`src/rtl/io_input_conditioner.sv`:
```
`default_nettype none
// ============================================================================
// Module   : io_input_conditioner
// Purpose  : Synchronises raw board switches and buttons into the core clock
//            domain, debounces every bit against a shared sample tick,
//            normalises button polarity and keeps sticky press-event flags
//            that software clears with a write-1-to-clear vector.
// Revision : 1.0  initial release
// ============================================================================
module io_input_conditioner #(
    parameter int SW_W           = 32,
    parameter int BTN_W          = 32,
    parameter int TICK_CYCLES    = 50000,
    parameter int STABLE_TICKS   = 8,
    parameter int BTN_ACTIVE_LOW = 1
) (
    input  logic             i_clk,
    input  logic             i_rst_n,
    input  logic [SW_W-1:0]  i_sw_raw,
    input  logic [BTN_W-1:0] i_btn_raw,
    input  logic [BTN_W-1:0] i_evt_clr,
    output logic [SW_W-1:0]  o_io_sw,
    output logic [BTN_W-1:0] o_io_btn,
    output logic [BTN_W-1:0] o_btn_evt,
    output logic             o_evt_any,
    output logic             o_tick
);

    // Switches and buttons share one debouncer array: switches occupy the
    // low SW_W bits, buttons the BTN_W bits above them.
    localparam int N_BITS = SW_W + BTN_W;
    localparam int PRE_W  = (TICK_CYCLES > 1) ? $clog2(TICK_CYCLES) : 1;
    localparam int DB_W   = $clog2(STABLE_TICKS + 1);

    localparam logic [PRE_W-1:0] c_pre_last = PRE_W'(TICK_CYCLES - 1);
    localparam logic [DB_W-1:0]  c_db_last  = DB_W'(STABLE_TICKS - 1);
    localparam logic [BTN_W-1:0] c_btn_inv  =
        (BTN_ACTIVE_LOW != 0) ? {BTN_W{1'b1}} : {BTN_W{1'b0}};

    logic [BTN_W-1:0]  w_btn_norm;
    logic [SW_W-1:0]   r_sw_meta;
    logic [SW_W-1:0]   r_sw_sync;
    logic [BTN_W-1:0]  r_btn_meta;
    logic [BTN_W-1:0]  r_btn_sync;
    logic [PRE_W-1:0]  r_pre;
    logic              w_tick;
    logic [N_BITS-1:0] w_db_in;
    logic [N_BITS-1:0] w_db_level;
    logic [N_BITS-1:0] w_db_accept;
    logic [BTN_W-1:0]  w_btn_rise;
    logic [BTN_W-1:0]  r_evt;

    // Buttons are flipped to 1 = pressed before they enter the synchroniser.
    assign w_btn_norm = i_btn_raw ^ c_btn_inv;

    // Two-flop synchronisers for both raw vectors.
    always_ff @(posedge i_clk or negedge i_rst_n) begin
        if (!i_rst_n) begin
            r_sw_meta  <= '0;
            r_sw_sync  <= '0;
            r_btn_meta <= '0;
            r_btn_sync <= '0;
        end else begin
            r_sw_meta  <= i_sw_raw;
            r_sw_sync  <= r_sw_meta;
            r_btn_meta <= w_btn_norm;
            r_btn_sync <= r_btn_meta;
        end
    end

    // Free-running prescaler; the tick is a decode of its terminal count.
    always_ff @(posedge i_clk or negedge i_rst_n) begin
        if (!i_rst_n) begin
            r_pre <= '0;
        end else if (r_pre == c_pre_last) begin
            r_pre <= '0;
        end else begin
            r_pre <= r_pre + PRE_W'(1);
        end
    end

    assign w_tick  = (r_pre == c_pre_last);
    assign w_db_in = {r_btn_sync, r_sw_sync};

    generate
        for (genvar i = 0; i < N_BITS; i++) begin : g_db
            logic            r_level;
            logic [DB_W-1:0] r_cnt;

            // A level change is accepted on the tick that completes the run
            // of consecutive differing samples.
            assign w_db_accept[i] = w_tick && (w_db_in[i] != r_level) &&
                                    (r_cnt == c_db_last);
            assign w_db_level[i]  = r_level;

            // Count consecutive ticks that see the new level; any tick that
            // sees the held level restarts the run.
            always_ff @(posedge i_clk or negedge i_rst_n) begin
                if (!i_rst_n) begin
                    r_level <= 1'b0;
                    r_cnt   <= '0;
                end else if (w_tick) begin
                    if (w_db_in[i] == r_level) begin
                        r_cnt <= '0;
                    end else if (r_cnt == c_db_last) begin
                        r_level <= w_db_in[i];
                        r_cnt   <= '0;
                    end else begin
                        r_cnt <= r_cnt + DB_W'(1);
                    end
                end
            end
        end
    endgenerate

    // A press is an accepted change whose new level is 1 (held level was 0).
    assign w_btn_rise = w_db_accept[SW_W +: BTN_W] & w_db_in[SW_W +: BTN_W];

    // Sticky press flags; a press on the same edge as a clear keeps the flag.
    always_ff @(posedge i_clk or negedge i_rst_n) begin
        if (!i_rst_n) begin
            r_evt <= '0;
        end else begin
            r_evt <= (r_evt & ~i_evt_clr) | w_btn_rise;
        end
    end

    assign o_io_sw   = w_db_level[SW_W-1:0];
    assign o_io_btn  = w_db_level[SW_W +: BTN_W];
    assign o_btn_evt = r_evt;
    assign o_evt_any = |r_evt;
    assign o_tick    = w_tick;

endmodule
`default_nettype wire

```
`config.mk`:
```
export PLATFORM = sky130hd
export DESIGN_NAME = io_input_conditioner
export DESIGN_NICKNAME = d
export VERILOG_FILES = /design/src/rtl/io_input_conditioner.sv
export SDC_FILE = /design/constraint.sdc
export NUM_CORES = 1
export LEC_CHECK = 0
export BUFFER_PORTS_ARGS = -buffer_cell sky130_fd_sc_hd__buf_2
export CELL_PAD_IN_SITES_DETAIL_PLACEMENT = 0
export CELL_PAD_IN_SITES_GLOBAL_PLACEMENT = 2
export CORE_MARGIN = 2
export CORE_UTILIZATION = 39
export DETAILED_ROUTE_END_ITERATION = 8
export PLACE_DENSITY_LB_ADDON = 0.1
export SLEW_MARGIN = 20
export SYNTH_ARGS = -nofsm -noshare
export SYNTH_HDL_FRONTEND = slang
export SYNTH_SLANG_ARGS = --single-unit
```
`constraint.sdc`:
```
create_clock -name i_clk -period 2.85 [get_ports i_clk]
set_input_delay 0.855 -clock i_clk [delete_from_list [all_inputs] [get_ports i_clk]]
set_output_delay 0.855 -clock i_clk [all_outputs]
set_load 0.03 [all_outputs]
```
==> flow_summary.yaml <==
grt:
  track_usage_pct: 15.7
  overflow: 0
  grt_max_degree: 232
  antenna_found_initial: 2
  grt_pass1_vias: 15400
  grt_pass1_wl_um: 77800
yosys:
  ys_ff_latch: 496
  synth_common_cells: "dfrtp_1, nand2_1, o21ai_0"
  syn_inst: 2084
  synth_cell_types: 37
  ys.flop_type: "dfrtp_1"
  yosysSeqAreaShare_pct: 55.6
  synth_edf_count: 0
  synth.largest_area_cell: "dfrtp_1"
  yosys_warnings: 0
  syn_area_per_cell_um2: 10.7
  synthTopCellsByArea: "dfrtp_1, nand2_1, o41ai_2, ha_1, o21ai_0"
  yosysMostFrequentCell: "dfrtp_1"
  async_flop_share_pct: 100
  syn_area_um2: 22300
  syn_nets: 2247
  synth_top_area_share_pct: 55.6
run_status:
  outcome: "finished with violations"
  violations: "negative setup slack"
layout:
  fin_nets: 2414
  syn2layout_area_growth_pct: 15.5
  antenna_cells: 0
  register_area_um2: 12400
  multi_input_area_um2: 8820
  nFillCells: 5189
  layout-drive-gt1-share_pct: 18.4
power:
  p_leak_nw: 12.8
  power_mw: 14.9
  pwr-share-comb_pct: 2.7
  power_density_nw_per_um2: 577
  clkPwrFrac_pct: 49.1
  p_switching_mw: 3.19
  vdd_ir_drop_max_v: 0.000507
  p_int_mw: 11.7
  p_sw_share_pct: 21.4
  p_seq_share_pct: 48.2
timing:
  setup_tns_ns: -0.184
  fin_ws_ns: -0.184
  period_share_pct: 106
  finalSetupViolations: 1
  fin_skew_ns: 0.0209
  rsz0062_at_grt: "true"
  hold_ws_ns: 0.178
  period_needed_ns: 3.03
  tightestPinTransition_ns: 1.05
  slew_headroom_pct: 30.0
  fmax_ghz: 0.330
  final-max-slew-violation-count: 0
  hold_viol: 0
placed_design:
  place_ws_ns: 0.0517
  dpl.hpwl_um: 29800
  port_buffers: 195
  gp_congestion: 0.763
worst_setup_path:
  startpoint_type: "register"
  critPathArrivalTime_ns: 2.18
  reg2reg_depth: 6
  worstSetupEndpointType: "output pin"
  critical_path_class: "reg2out"
  cp_max_fo: 3
  worstPathRequired_ns: 2.00
floorplanning:
  die_w_um: 243
  core_area_um2: 56500
  die_h_um: 243
  rows: 87
  die-area_um2: 59200
  ios: 196
  initial_core_util_pct: 39.5
detailed_routing:
  drt_first_pass_iters: 5
  wire_per_inst_um: 14.8
  wirelength_um: 45200
  drc: 0
  vias_per_cell: 4.93
  drt.antenna.violating_nets: 0
  dr.first_iter.drc_count: 665
  num_vias: 15000
clock_tree:
  tritoncts.num_buffers: 57
  clkLatencyLatePin_ns: 0.60
  htree_levels: 2
  cts_tree: "done"
  cts_hold_buf: 0
  cts_buffer_depth: 3
  cts-root-buf: "clkbuf_16"
  clock_sinks: 496
  clk_pin_slew_ns: 0.06
hold_path:
  hold_class: "in2async"
run:
  drv_cap: 0
-- layout make-up --
class | instances | area share [%]
sequential | 496 | 48.1
multi-input combinational | 1377 | 34.2
clock buffer | 82 | 6.52
timing repair buffer | 222 | 5.37
tap | 756 | 3.66
inverter | 97 | 1.44
clock inverter | 17 | 0.742
-- power groups by stage --
stage                     logic, mW  registers (mW)  clock network, mW
final                         0.399            7.19               7.31
after global routing          0.467            7.19               7.89
after CTS                     0.421            7.19               7.62
after detailed placement      0.419            7.31                  0
after global placement        0.418            7.31                  0
after floorplan               0.116            7.30                  0
-- repair_timing --
item,CTS,global route
pin swaps,2,3
resized for setup,9,2
endpoints found under the setup margin,2,2
setup buffers,0,2
endpoints found under the hold margin,0,0
-- worst max-delay path, stage by stage (launching register included) --
cell and delay [ns]:
dfrtp_1 0.41, nor4_4 0.32, buf_4 0.17, nand4_1 0.22
or2_4 0.32, buf_6 0.14
-- flip-flops by register name, indices dropped and copies added (netlist names) --
signal and cells:
g_db.r_cnt 256, g_db.r_level 64, o_btn_evt 32, r_sw_sync 32, r_sw_meta 32, r_pre 16, r_btn_meta 32, r_btn_sync 32
-- through the flow --
step           instances  cell area [um^2]  util, %
2_1_floorplan       2084             22300        -
3_3_place_gp        2946             23900     42.3
3_5_place_dp        2946             23900     42.3
4_1_cts             3045             25800     45.6
5_1_grt             3047             25800     45.7
6_report            3047             25800     45.7
-- cell families (layout without fill, tap and decap cells) --
family | Yosys count | in the layout | synth area share (%)
XOR/XNOR | 77 | 77 | 3.02
buffers and inverters | 211 | 418 | 5.14
adder cells (fa/ha/maj) | 65 | 65 | 3.64
multiplexers | 64 | 64 | 3.23
AND/OR/NAND/NOR | 841 | 841 | 17.5
AO/OA/AOI/OAI | 330 | 330 | 11.9
flip-flops | 496 | 496 | 55.6
-- placed cells by master (no fill, tap or decap), types with 2 or more instances in the layout --
cell / Yosys / routed
o21ai_0: 141 / 141
ha_1: 65 / 64
a21oi_1: 2 / 2
nor2b_1: 37 / 37
and2_1: 64 / 64
o41ai_1: 10 / 10
clkbuf_1: 24 / 11
o2bb2ai_1: 26 / 26
inv_1: 96 / 96
nand3_1: 134 / 134
buf_2: 11 / 192
o41ai_2: 53 / 53
dfrtp_1: 496 / 495
clkbuf_8: 0 / 12
nand2b_1: 90 / 90
o31ai_1: 65 / 65
nor4_1: 9 / 8
xor2_1: 72 / 72
buf_12: 0 / 15
buf_4: 67 / 13
mux2_1: 16 / 16
nand2_1: 416 / 416
and4bb_2: 2 / 2
nand4_1: 4 / 4
and4_1: 2 / 2
nor3_1: 2 / 2
nor2_1: 73 / 73
clkbuf_16: 0 / 59
clkinv_2: 1 / 11
mux2_2: 48 / 48
o32ai_1: 32 / 32
xnor2_1: 5 / 5
bufinv_16: 0 / 4
-- metal layers --
metal / GRT usage [%] / part of all wire, %
met5: 0 / 0.029
met4: 4.85 / 2.3
met3: 3.08 / 4.1
met2: 25.0 / 46
met1: 21.6 / 48
-- path summary, 6_finish.rpt --
kind	start	endpoint	slack (ns)
worst max register to register	r_pre[0]	g_db[16].r_cnt[3]	0.57
min in group i_clk	r_sw_meta[21]	r_sw_sync[21]	0.34
max in group asynchronous	i_rst_n	g_db[18].r_level	1.89
worst min register to register	r_sw_meta[21]	r_sw_sync[21]	0.34
worst max-delay path	o_btn_evt[28]	o_evt_any	-0.18
worst min-delay path	i_rst_n	g_db[15].r_cnt[0]	0.18
(Power assumes the default switching activity.)
